--- config.mk ---
export PLATFORM = sky130hd
export DESIGN_NAME = bk256_adder
export DESIGN_NICKNAME = d
export VERILOG_FILES = /design/src/rtl/bk_pkg.sv /design/src/rtl/bk_prefix_cell.sv /design/src/rtl/bk256_adder.sv
export SDC_FILE = /design/constraint.sdc
export NUM_CORES = 1
export LEC_CHECK = 0
export BUFFER_PORTS_ARGS = -buffer_cell sky130_fd_sc_hd__buf_4
export CORE_AREA = 2 2 298 300
export DETAILED_ROUTE_END_ITERATION = 10
export DIE_AREA = 0 0 300 302
export PLACE_DENSITY_LB_ADDON = 0.05
export SYNTH_ARGS = -nofsm -noshare
export SYNTH_HDL_FRONTEND = slang
export SYNTH_SLANG_ARGS = --single-unit
--- constraint.sdc ---
create_clock -name clk -period 0.8 [get_ports clk]
set_input_delay 0.16 -clock clk [delete_from_list [all_inputs] [get_ports clk]]
set_output_delay 0.16 -clock clk [all_outputs]
set_load 0.05 [all_outputs]
--- src/rtl/bk_pkg.sv ---
// Shared constants and types for the 256-bit Brent-Kung adder.
// Imported by the top and available to any neighbouring datapath blocks.
package bk_pkg;

   localparam int BK_WIDTH  = 256;
   localparam int BK_LEVELS = 8;

   typedef logic [BK_WIDTH-1:0] bk_vec_t;

endpackage

--- src/rtl/bk_prefix_cell.sv ---
// Brent-Kung black cell: combines a high (gi, pi) span with the adjacent lower (gj, pj) span.
// Gray-cell uses simply ignore po.
module bk_prefix_cell (
   input  logic gi,
   input  logic pi,
   input  logic gj,
   input  logic pj,
   output logic go,
   output logic po
);

   assign go = gi | (pi & gj);
   assign po = pi & pj;

endmodule

--- src/rtl/bk256_adder.sv ---
// Registered 256-bit Brent-Kung adder: S/Co = A + B + Ci, captured one clock after the operands.
// Stage 0 holds per-bit (g, p); stages 1..8 are the up-sweep, stages 9..15 the down-sweep.
module bk256_adder
   import bk_pkg::*;
(
   input  logic                clk,
   input  logic                rst_n,
   input  logic [BK_WIDTH-1:0] A,
   input  logic [BK_WIDTH-1:0] B,
   input  logic                Ci,
   output logic [BK_WIDTH-1:0] S,
   output logic                Co
);

   localparam int Stages = 2 * BK_LEVELS;

   bk_vec_t g;
   bk_vec_t p;
   logic [Stages-1:0][BK_WIDTH-1:0] gt;
   logic [Stages-1:0][BK_WIDTH-1:0] pt;
   logic [BK_WIDTH:0] c;
   bk_vec_t sum_d;
   logic    carry_d;
   logic    unused_p;

   assign g = A & B;
   assign p = A ^ B;

   // Ci enters as the carry into bit 0, so every prefix G below already includes it.
   assign gt[0] = {g[BK_WIDTH-1:1], g[0] | (p[0] & Ci)};
   assign pt[0] = p;

   for (genvar k = 0; k < BK_LEVELS; k++) begin : g_up
      localparam int Span = 1 << k;
      for (genvar i = 0; i < BK_WIDTH; i++) begin : g_bit
         if (((i + 1) % (2 * Span)) == 0) begin : g_cell
            bk_prefix_cell u_cell (
               .gi (gt[k][i]),
               .pi (pt[k][i]),
               .gj (gt[k][i-Span]),
               .pj (pt[k][i-Span]),
               .go (gt[k+1][i]),
               .po (pt[k+1][i])
            );
         end else begin : g_pass
            assign gt[k+1][i] = gt[k][i];
            assign pt[k+1][i] = pt[k][i];
         end
      end
   end

   // Down-sweep: position m*2^(d+1) + 2^d - 1 picks up the full prefix ending 2^d below it.
   for (genvar j = 0; j < BK_LEVELS - 1; j++) begin : g_down
      localparam int Span = 1 << (BK_LEVELS - 2 - j);
      localparam int Src  = BK_LEVELS + j;
      for (genvar i = 0; i < BK_WIDTH; i++) begin : g_bit
         if ((((i + 1) % (2 * Span)) == Span) && (i >= 2 * Span)) begin : g_cell
            bk_prefix_cell u_cell (
               .gi (gt[Src][i]),
               .pi (pt[Src][i]),
               .gj (gt[Src][i-Span]),
               .pj (pt[Src][i-Span]),
               .go (gt[Src+1][i]),
               .po (pt[Src+1][i])
            );
         end else begin : g_pass
            assign gt[Src+1][i] = gt[Src][i];
            assign pt[Src+1][i] = pt[Src][i];
         end
      end
   end

   assign unused_p = ^pt[Stages-1];

   assign c       = {gt[Stages-1], Ci};
   assign sum_d   = p ^ c[BK_WIDTH-1:0];
   assign carry_d = c[BK_WIDTH];

   always_ff @(posedge clk or negedge rst_n) begin
      if (!rst_n) begin
         S  <= '0;
         Co <= 1'b0;
      end else begin
         S  <= sum_d;
         Co <= carry_d;
      end
   end

endmodule

* Word-level counts from Yosys, hierarchy flattened *
Index checks and enable logic that the tools add are counted.

storage, ports and cells
  register bits = 257
  input port bits = 515
  output and inout port bits = 257
  word-level logic and storage cells = 1258

operators by class
  bitwise operators = 1256

operators by type and width
  operator           count
  $and 1x1->1        750
  $xor 256x256->256  2
  $or 1x1->1         503
  $and 256x256->256  1

* Logic depth before layout (Yosys ltp) *
  word-level depth = 32
  depth in mapped cells = 19
  gate-level depth less buffers = 19

* By module *
Synthesis repeated with hierarchy kept, for this count alone.

unflattened totals
  cells, all modules = 1773
  area total of the unflattened synthesis = 19424.9 µm²

modules (own cells, without submodules)
  module          instances  cells an instance  area an instance (µm²)  seq. area each (µm²)
  bk256_adder     1          769                11887.7                 6431.2
  bk_prefix_cell  502        2                  15.0                    0.0

* Worst setup path before layout *
Ideal clock, no wire load.

  path type = input-to-reg
  start = in A[0]
  end = reg S[175]
  setup time = 0.124 ns
  arrival = 3.629 ns
  data required time = 0.676 ns
  slack = -2.953 ns
  cell stages on the path = 18
  path buffers = 0
  path through = inv_1 -> fa_1 -> inv_1 -> fa_1 -> a21o_1 -> a41o_1 -> o21ai_0 -> o21ai_0 -> a21oi_2 -> o32ai_2 -> nor2_2 -> o21ai_1 -> nor2b_1 -> or2_2 -> a21o_1 -> a21o_1 -> fa_1 -> xor2_1

on the way
  word-level cells in the longest chain between the ends = 28
  elaborated cells between the ends (all ways) = 29
  classes of those cells = bitwise (29)

ends and longest elaborated chain
  element               line                  RTL
  start, declared       bk256_adder.sv:8      input logic [BK_WIDTH-1:0] A,
  $xor 256x256->256     bk256_adder.sv:27     assign p = A ^ B;
  $and 1x1->1           bk256_adder.sv:30     assign gt[0] = {g[BK_WIDTH-1:1], g[0] | (p[0] & Ci)};
  $or 1x1->1 *          bk256_adder.sv:30
  $and 1x1->1 *         bk_prefix_cell.sv:12  assign go = gi | (pi & gj);
  $or 1x1->1 *          bk_prefix_cell.sv:12
  $and 1x1->1 *         bk_prefix_cell.sv:12
  $or 1x1->1 *          bk_prefix_cell.sv:12
  $and 1x1->1 *         bk_prefix_cell.sv:12
  [... 13 more ...]     n/a
  $and 1x1->1 *         bk_prefix_cell.sv:12
  $or 1x1->1 *          bk_prefix_cell.sv:12
  $and 1x1->1 *         bk_prefix_cell.sv:12
  $or 1x1->1 *          bk_prefix_cell.sv:12
  $and 1x1->1 *         bk_prefix_cell.sv:12
  $or 1x1->1 *          bk_prefix_cell.sv:12
  $xor 256x256->256 *   bk256_adder.sv:76     assign sum_d = p ^ c[BK_WIDTH-1:0];
  via sum_d[175]        bk256_adder.sv:22     bk_vec_t sum_d;
  end signal, assigned  bk256_adder.sv:84     S <= sum_d;
  end, declared         bk256_adder.sv:11     output logic [BK_WIDTH-1:0] S,

Mark *: on every way through the listed nets, which the timed path passes. The rest lies on a longest branch.

* Final worst setup path *
  start = in A[0]
  end = reg S[127]

Same word-level chain as after synthesis.

==> summary.txt <==
Outcome
  – Status: finished, violations left
  – Violated checks: hold timing, setup timing

STA
  – Max Slew Vio Count: 0
  – Relative slew slack: 0.6465
  – Slew @ Worst Pin: between 0.5 and 0.6 ns
  – Final setup TNS: -675.08 ns
  – Fmax: around 0.3 GHz
  – Final hold violation count: 52
  – Worst setup margin: -2.606 ns
  – Final setup fails: 512
  – Final period utilization: 4.258
  – Post-layout min period: about 3.4 ns
  – RSZ-0062 raised after global routing: true
  – Worst hold slack: -0.1156 ns

Route
  – Final ANT Viol Nets: 0
  – Drt first-iter violations: around 380
  – DR vias/cell: 4.114
  – Wire per inst: just under 20 um
  – Via count: approximately 17000
  – Final WL: 81240 um
  – Number of remaining DRC errors: 0
  – Initial DRT Pass Iterations: 4

Logic synthesis
  – Top-area cell type share of the netlist area: 0.3668
  – Post-synth EDFFs: 0
  – Mean post-synth cell area: 11.71 sq um
  – Synth unique cells: 61
  – Syn Inst Count: approximately 1500
  – Ys Warns: 0
  – Syn Std Cell Area: ~18000 sq um
  – Register bit total from synthesis: between 200 and 300
  – Syn_nets: approximately 2400
  – Seq/Total Area, Yosys: 0.3668
  – Synth area leader: dfrtp_1
  – Synth top area cells: dfrtp_1 (37%), ha_1 (18%), fa_1 (15%), xor2_1 (5.3%), a21o_1 (4.4%)
  – Fraction of registers with async set/reset: 1.000
  – Synth Flop Type: dfrtp_1

Setup path
  – Crit path cell chain: buf_12 -> inv_12 -> fa_2 -> inv_2 -> fa_2 -> a21o_1 -> a41o_1 -> o21ai_2 -> o21ai_2 -> a21oi_4 -> buf_4 -> buf_6 -> o21ai_4 -> a21o_1 -> a211o_1 -> a21oi_2 -> or3_4 -> nand3_2 -> a31o_2 -> fa_2 -> xor2_1
  – Startpoint Class: input port
  – Slowest library cell on the worst path: fa_2
  – CP Data Required Time: roughly 1.2 ns
  – Beginning of the critical path: A[0]
  – End point of the critical path: S[127]
  – Most common cell on crit path: fa_2
  – WS Path Type: in -> reg
  – Critical path peak fanout: 3
  – Critical path arrival: 3.83 ns
  – CP Capture Type: flop
  – CP peak stage delay: ~0.33 ns

Placement
  – Post-DP Area: 29330 sq um
  – RD Place Congestion: 0.8735
  – Post-Place Cells: slightly below 4000
  – Port Buffers: 771
  – Detail Placement HPWL: roughly 70000 um

Run
  – Maxcap violations: 0

CTS
  – CTS max path bufs: 3
  – Clk slew on worst S/H paths: 0.06 ns
  – CTS buffer count: 40
  – Clock sink count: approximately 260
  – CTS tree: done
  – Clock root buffer: clkbuf_16
  – H-tree level count: 2

Power
  – VDD IR max: around 0.0014 V
  – PwrDens: between 2000 and 2500 nW/um^2
  – LEAKAGE: 16.31 nW

Worst hold path
  – HP Class: in -> reg
  – Hold_sp: B[132]

Floorplanning
  – Die width: roughly 300 um
  – I/O pin cnt: approximately 770
  – Die footprint: 90600 sq um
  – Die H: between 300 and 400 um
  – Cell Rows: ~110
  – Initial Util: 0.2002
  – Core ar.: between 80000 and 90000 sq um

Cells and area
  – Final Cell Area: roughly 33000 sq um
  – Synthesis-to-finish area growth: 85.41%
  – Most frequent cells in the layout: buf_4 (1272), dfrtp_1 (257), ha_1 (227), fa_2 (112), xor2_1 (104)
  – Final Util: 0.3713
  – Nets@finish: around 3800
  – Most common cell after layout, fill and taps aside: buf_4
  – Final Non-Filler Cells: 4105
  – Share of cells above drive strength 1: 0.5884

Global route
  – Largest net degree at the start of global routing: a little over 60
  – First-pass GRT wire length: roughly 120000 um
  – Total gr overflow: 0
  – Vias in the first global route: 18818
  – GRT Util Overall: 0.1746
  – Initial antenna violation count: 19
## critical path: cells and delay by family
family                   cells  cell delay (ns)
buffers and inverters        5             0.45
adder cells (fa/ha/maj)      3             0.85
AO/OA/AOI/OAI               10             1.93
XOR/XNOR                     1             0.17
AND/OR/NAND/NOR              2             0.25
## worst min path at each step
stage               endpoint  cells after the start
detailed placement    S[172]                      1
global placement      S[172]                      1
global route          S[130]                      2
floorplan                 Co                      0
finish                S[132]                      2
CTS                   S[234]                      2
## final cells by class
class,instances,area [sq um]
clock inverter,6,57.56
inverter,108,440.4
multi-input combinational,1132,12140
clock buffer,61,1191
fill,8886,55050
tap,1165,1458
sequential,257,6431
timing repair buffer,1373,10780
antenna,3,7.507
## routing by layer
| metal | up-vias | global-route usage | wire, um |
|---|---|---|---|
| li1 | 8178 | - | - |
| met1 | 8138 | 0.1869 | 29690 |
| met2 | 442 | 0.3234 | 42820 |
| met3 | 102 | 0.06888 | 7114 |
| met4 | 30 | 0.03536 | 1423 |
| met5 | - | 0 | 194 |
## through the flow
stage	hold slack [ns]	setup WS (ns)	power, W
global placement	0.007419	-3.726	0.04746
floorplan	-0.1356	-2.718	0.03334
finish	-0.1156	-2.606	0.06586
CTS	-0.1679	-2.592	0.06659
detailed placement	0.008380	-3.693	0.04755
global route	-0.1407	-2.759	0.06967
## state kept, by name, indices dropped and copies added (netlist names)
name and cells:
Co 1, S 256
## cells by family (layout without fill, tap and decap cells)
group | Yosys count | in the layout | share of synthesized area
DFF | 257 | 257 | 0.3668
and+or+nand+nor | 254 | 254 | 0.07614
other | 0 | 3 | 0
AOI/OAI and AO/OA | 368 | 368 | 0.1419
adders and majority gates | 383 | 383 | 0.3286
buffers and inverters | 108 | 1548 | 0.02312
xor gates and xnor gates | 127 | 127 | 0.06344
## synth_stat cells, types with 20 or more instances
| library cell | instances |
|---|---|
| o21bai_1 | 20 |
| xor2_1 | 107 |
| a21oi_1 | 101 |
| nand4_1 | 44 |
| nand2_1 | 73 |
| a21o_1 | 103 |
| nand3_1 | 22 |
| ha_1 | 254 |
| dfrtp_1 | 257 |
| xnor2_1 | 20 |
| nor2_1 | 31 |
| inv_1 | 107 |
| fa_1 | 129 |
| o21ai_0 | 54 |
## what timing repair did
action | CTS | global route
hold buffers | 3 | 1
setup endpoints to repair | 512 | 512
hold endpoints to repair | 423 | 118
pin swaps | 154 | 123
buffers inserted | 47 | 39
resized for setup | 171 | 134
## power breakdown
group / internal [W] / leakage, nW / total (W) / switching (W)
combinational: 0.0125 / 12.7 / 0.0318 / 0.0194
sequential: 0.0158 / 3.00 / 0.0167 / 0.000923
clock: 0.0105 / 0.613 / 0.0173 / 0.00680
total: 0.0388 / 16.3 / 0.0659 / 0.0271
Note: power is estimated with default switching activity, not from simulation.
